<file path="src/rtl/sw_pkg.sv">
// ============================================================================
// sw_pkg: shared state encodings and parameter defaults for the stopwatch front end. Rev 1.0
// ============================================================================
`default_nettype none

package sw_pkg;

  typedef enum logic [1:0] {
    IDLE = 2'd0,
    RUN  = 2'd1,
    LAP  = 2'd2,
    STOP = 2'd3
  } sw_state_e;

  localparam int DEBOUNCE_CYCLES_DEF = 500000;
  localparam int CNT_W_DEF           = 20;

endpackage

`default_nettype wire

</file>
<file path="src/rtl/sw_debounce.sv">
// ============================================================================
// sw_debounce: 2-flop synchronizer, level debouncer and one-cycle press pulse. Rev 1.0
// ============================================================================
`default_nettype none

module sw_debounce
  import sw_pkg::*;
#(
  parameter int DEBOUNCE_CYCLES = DEBOUNCE_CYCLES_DEF,
  parameter int CNT_W           = CNT_W_DEF
) (
  input  logic clk,
  input  logic reset,
  input  logic btn_i,
  output logic press_o
);

  localparam logic [CNT_W-1:0] CNT_LAST = CNT_W'(DEBOUNCE_CYCLES - 1);

  logic             sync1_q;
  logic             sync2_q;
  logic             db_q;
  logic             db_dly_q;
  logic             press_q;
  logic [CNT_W-1:0] cnt_q;

  always_ff @(posedge clk or posedge reset) begin
    if (reset) begin
      sync1_q  <= 1'b0;
      sync2_q  <= 1'b0;
      db_q     <= 1'b0;
      db_dly_q <= 1'b0;
      press_q  <= 1'b0;
      cnt_q    <= '0;
    end else begin
      sync1_q  <= btn_i;
      sync2_q  <= sync1_q;
      db_dly_q <= db_q;
      press_q  <= db_q & ~db_dly_q;
      // Only an unbroken run of differing samples can flip the stable level.
      if (sync2_q == db_q) begin
        cnt_q <= '0;
      end else if (cnt_q == CNT_LAST) begin
        db_q  <= ~db_q;
        cnt_q <= '0;
      end else begin
        cnt_q <= cnt_q + 1'b1;
      end
    end
  end

  assign press_o = press_q;

endmodule

`default_nettype wire

</file>
<file path="src/rtl/sw_control.sv">
// ============================================================================
// sw_control: button front end and stopwatch mode FSM. Lap/clear support is
// enabled by defining SW_LAP_EN. Rev 1.0
// ============================================================================
`default_nettype none

module sw_control
  import sw_pkg::*;
#(
  parameter int DEBOUNCE_CYCLES = DEBOUNCE_CYCLES_DEF,
  parameter int CNT_W           = CNT_W_DEF
) (
  input  logic       clk,
  input  logic       reset,
  input  logic       btn_ss,
  input  logic       btn_lap,
  output logic       count_en,
  output logic       freeze,
  output logic       clr,
  output logic [1:0] mode
);

  logic      ss_p;
  logic      lap_p;
  sw_state_e state_q;
  sw_state_e state_d;
  logic      clr_d;
  logic      count_en_q;

  sw_debounce #(
    .DEBOUNCE_CYCLES(DEBOUNCE_CYCLES),
    .CNT_W          (CNT_W)
  ) u_db_ss (
    .clk    (clk),
    .reset  (reset),
    .btn_i  (btn_ss),
    .press_o(ss_p)
  );

`ifdef SW_LAP_EN
  sw_debounce #(
    .DEBOUNCE_CYCLES(DEBOUNCE_CYCLES),
    .CNT_W          (CNT_W)
  ) u_db_lap (
    .clk    (clk),
    .reset  (reset),
    .btn_i  (btn_lap),
    .press_o(lap_p)
  );
`else
  logic unused_lap;
  assign unused_lap = btn_lap;
  assign lap_p      = 1'b0;
`endif

  // Start/stop takes priority when both presses land in the same cycle.
  always_comb begin
    state_d = state_q;
    clr_d   = 1'b0;
    if (ss_p) begin
      case (state_q)
        IDLE:    state_d = RUN;
        RUN:     state_d = STOP;
        LAP:     state_d = STOP;
        STOP:    state_d = RUN;
        default: state_d = state_q;
      endcase
    end else if (lap_p) begin
      case (state_q)
        IDLE: clr_d = 1'b1;
        RUN:  state_d = LAP;
        LAP:  state_d = RUN;
        STOP: begin
          state_d = IDLE;
          clr_d   = 1'b1;
        end
        default: state_d = state_q;
      endcase
    end
  end

  always_ff @(posedge clk or posedge reset) begin
    if (reset) begin
      state_q    <= IDLE;
      count_en_q <= 1'b0;
    end else begin
      state_q    <= state_d;
      count_en_q <= (state_d == RUN) || (state_d == LAP);
    end
  end

`ifdef SW_LAP_EN
  logic freeze_q;
  logic clr_q;

  always_ff @(posedge clk or posedge reset) begin
    if (reset) begin
      freeze_q <= 1'b0;
      clr_q    <= 1'b0;
    end else begin
      freeze_q <= (state_d == LAP);
      clr_q    <= clr_d;
    end
  end

  assign freeze = freeze_q;
  assign clr    = clr_q;
`else
  logic unused_clr;
  assign unused_clr = clr_d;
  assign freeze     = 1'b0;
  assign clr        = 1'b0;
`endif

  assign count_en = count_en_q;
  assign mode     = state_q;

endmodule

`default_nettype wire

</file>
<file path="config.mk">
export PLATFORM = sky130hd
export DESIGN_NAME = sw_control
export DESIGN_NICKNAME = d
export VERILOG_FILES = /design/src/rtl/sw_pkg.sv /design/src/rtl/sw_debounce.sv /design/src/rtl/sw_control.sv
export SDC_FILE = /design/constraint.sdc
export NUM_CORES = 1
export LEC_CHECK = 0
export BUFFER_PORTS_ARGS = -buffer_cell sky130_fd_sc_hd__buf_2
export CAP_MARGIN = 20
export CORE_MARGIN = 2
export CORE_UTILIZATION = 58
export DETAILED_ROUTE_END_ITERATION = 8
export PLACE_DENSITY = 0.77
export SLEW_MARGIN = 5
export SYNTH_ARGS = -nofsm -noshare
export SYNTH_HDL_FRONTEND = slang
export SYNTH_SLANG_ARGS = --single-unit
export TNS_END_PERCENT = 20
</file>
<file path="constraint.sdc">
create_clock -name clk -period 2 [get_ports clk]
set_input_delay 0.4 -clock clk [delete_from_list [all_inputs] [get_ports clk]]
set_output_delay 0.4 -clock clk [all_outputs]
set_load 0.01 [all_outputs]
</file>
==> impl_results.md <==
* Seq cells post-synth at 28
* Worst Setup Path Type: reg2reg
* Initial Utilization at 61.2%
* Die footprint at 2710 um2
* Placed insts at 156
* First-pass GRT wire length at 4.04 mm
* Skew final at 0.00706 ns
* R2r startpoint: u_db_ss.cnt_q[0]$_DFF_PP0_
* Hpwl dp at 1.65 mm
* Total via count in the routed design at 918
* Root buf cell: clkbuf_4
* Largest net degree at the start of global routing at 29
* Slowest Stage Delay on Critical Path at 0.43 ns
* Final Non-Filler Cells at 160
* Worst-Skew Late Latency at 0.31 ns
* CP startpoint kind: register
* Leak Pwr at 0.000640 uW
* Post-Syn Area at 1340 um2
* Core area at 2190 um2
* Ratio of final minimum period to clock period at 88.5%
* Final setup viols at 0
* Worst-path clk slew at 0.14 ns
* HP Class: in2async
* Clock sinks at 28
* Hold Buf Count CTS at 0
* Crit path time final at 1.77 ns
* GRT overflow at 0
* Critical Path End Type: register
* Gr usage total at 20.2%
* CTS Buf Count at 3
* Mapped Cells at 124
* Worst path slowest cell: dfrtp_1
* Cts repair resizes at 0
* I/O Pins at 9
* Vias in the first global route at 931
* Setup TNS at 0 ns
* RSZ-0062 raised after global routing: no
* Commonest cells after routing, fill and taps aside: 28 x dfrtp_1, 15 x nor2_1, 12 x nand4_1, 11 x xor2_1
* Max Buffers Root-to-Sink at 2
* Pre-antenna DRT Iters at 4
* Reg2Reg Depth at 5
* Post-route setup slack at 0.229 ns
* Capture point of the worst reg-to-reg path: u_db_ss.cnt_q[16]$_DFF_PP0_
* Sequential cell area fraction in the yosys report at 52.3%
* Placed Area at 1390 um2
* Most common cell after layout, fill and taps aside: dfrtp_1
* Number of diodes at 0
* Fmax at 0.565 GHz
* Finished Cell Area at 1420 um2
* Top_reg_cell synth: dfrtp_1
* Synthesis-to-layout area growth at 6.16%
* Worst path required time at 2.25 ns
* Post-CTS Setup Inserts at 0
* Pwr/cell area at 619 nW/um2
* Post-synth ARST share at 100%
* CP max FO at 6
* Final hold violation count at 0
* Fraction of layout cells with a size suffix above 1 at 15.2%
* Max Slew Vio Count at 0
* Hold_ws at 0.116 ns
* Routability Congestion at 0.819
* Synthesis Warnings at 0
* Library cells used by synthesis at 31
* Syn_area_per_cell at 10.8 um2
* Die Ht at 52.1 um
* # rows at 17
* Final nets at 138
* Die Span X at 52.1 um
* Port buffer count at 5
* Antenna Nets Post-Route at 0
* Number of synthesized flops with an enable pin at 0
* Worst IR drop on VDD at 0.000430 V
* Antenna violations before repair at 0
* Routed WL at 2.25 mm
* CTS tree: yes
* Status: finished clean
* Max Cap Viol at 0
* DRC Markers at 0
* CP Cell Sequence: ha_1 > and4_1 > nand4_1 > or3_1 > a21oi_1
* Detail-routed via count per cell at 5.74
* Dpl ws at 0.274 ns
* Average wire per standard cell at 14.1 um
* First DRT Iteration DRCs at 28
* Worst EP arrival at 2.02 ns
* R2R Setup Slk at 0.23 ns
* H-tree depth at 1
==> kinds of logic after synthesis <==
group,Yosys count,synth area share [%]
simple gates,56,24.5
flops,28,52.3
xor+xnor,17,11.1
compound gates,11,5.69
buf+inv,9,4.39
fa+ha+maj,1,0.934
other cells,1,0.280
mux,1,0.840
==> metal layers <==
metal  GRT usage [%]  vias up  routed length (um)
li1                -      450                   -
met1            26.2      459                1050
met2            34.2        7                1150
met3            3.45        2                  36
met4            6.58        0                  16
met5               0        -                   0
==> area by class of cell <==
class / count / area, um2
flip-flops and latches: 28 / 701
inverters: 3 / 11.3
multi-input cells: 88 / 584
well taps: 28 / 35.0
fillers: 177 / 768
clock buffers: 4 / 36.3
repair buffers: 9 / 55.1
==> cells in the mapped netlist (2+ instances only) <==
cell type	instances	area [um2]
buf_6	2	22.5
dfrtp_1	28	701
inv_1	3	11.3
or4_1	2	15.0
xor2_1	11	96.3
nor4_1	2	12.5
and4_1	2	17.5
a21oi_1	5	25.0
buf_2	2	10.0
nand4_1	12	75.1
or3_1	3	18.8
o31ai_1	2	15.0
buf_4	2	15.0
xnor2_1	6	52.6
nand3_1	4	20.0
and3_1	2	12.5
nor2_1	15	56.3
nand2_1	6	22.5
o21ai_0	3	15.0
==> state kept, by name, indices dropped and copies added, names as in the netlist <==
| name | count |
|---|---|
| u_db_ss.press_o | 1 |
| u_db_ss.db_q | 1 |
| u_db_ss.db_dly_q | 1 |
| u_db_ss.cnt_q | 20 |
| u_db_ss.sync2_q | 1 |
| u_db_ss.sync1_q | 1 |
| count_en | 1 |
| mode | 2 |
==> critical path, delay by kind of cell, from the launching register on <==
family,cells,cell delay [ns]
AND/OR/NAND/NOR,3,0.88
flip-flops,1,0.43
adder cells (fa/ha/maj),1,0.24
AO/OA/AOI/OAI,1,0.15
==> through the flow <==
| stage | util [%] | total power [uW] |
|---|---|---|
| after floorplan | - | 619 |
| after global placement | 63.3 | 626 |
| after detailed placement | 63.3 | 628 |
| after CTS | 64.9 | 895 |
| after global routing | 64.9 | 927 |
| final | 64.9 | 881 |
==> power breakdown <==
| part | internal, uW | total (uW) | switching, uW | leakage [uW] |
|---|---|---|---|---|
| logic | 11.5 | 35.6 | 24.2 | 0.000235 |
| clock network | 111 | 265 | 154 | 0.0000210 |
| registers | 573 | 580 | 7.04 | 0.000384 |
==> worst max-delay path by stage <==
stage / end / startpoint / cells past startpoint / slack, ns
5_1_grt: u_db_ss.cnt_q[18]$_DFF_PP0_ / u_db_ss.cnt_q[0]$_DFF_PP0_ / 5 / 0.10
2_1_floorplan: u_db_ss.cnt_q[13]$_DFF_PP0_ / u_db_ss.cnt_q[11]$_DFF_PP0_ / 5 / 0.37
3_5_place_dp: u_db_ss.cnt_q[16]$_DFF_PP0_ / u_db_ss.cnt_q[0]$_DFF_PP0_ / 5 / 0.27
3_3_place_gp: u_db_ss.cnt_q[16]$_DFF_PP0_ / u_db_ss.cnt_q[0]$_DFF_PP0_ / 5 / 0.33
6_report: u_db_ss.cnt_q[16]$_DFF_PP0_ / u_db_ss.cnt_q[0]$_DFF_PP0_ / 5 / 0.23
4_1_cts: u_db_ss.cnt_q[16]$_DFF_PP0_ / u_db_ss.cnt_q[0]$_DFF_PP0_ / 5 / 0.24
Power figures use the tool's default switching activity.
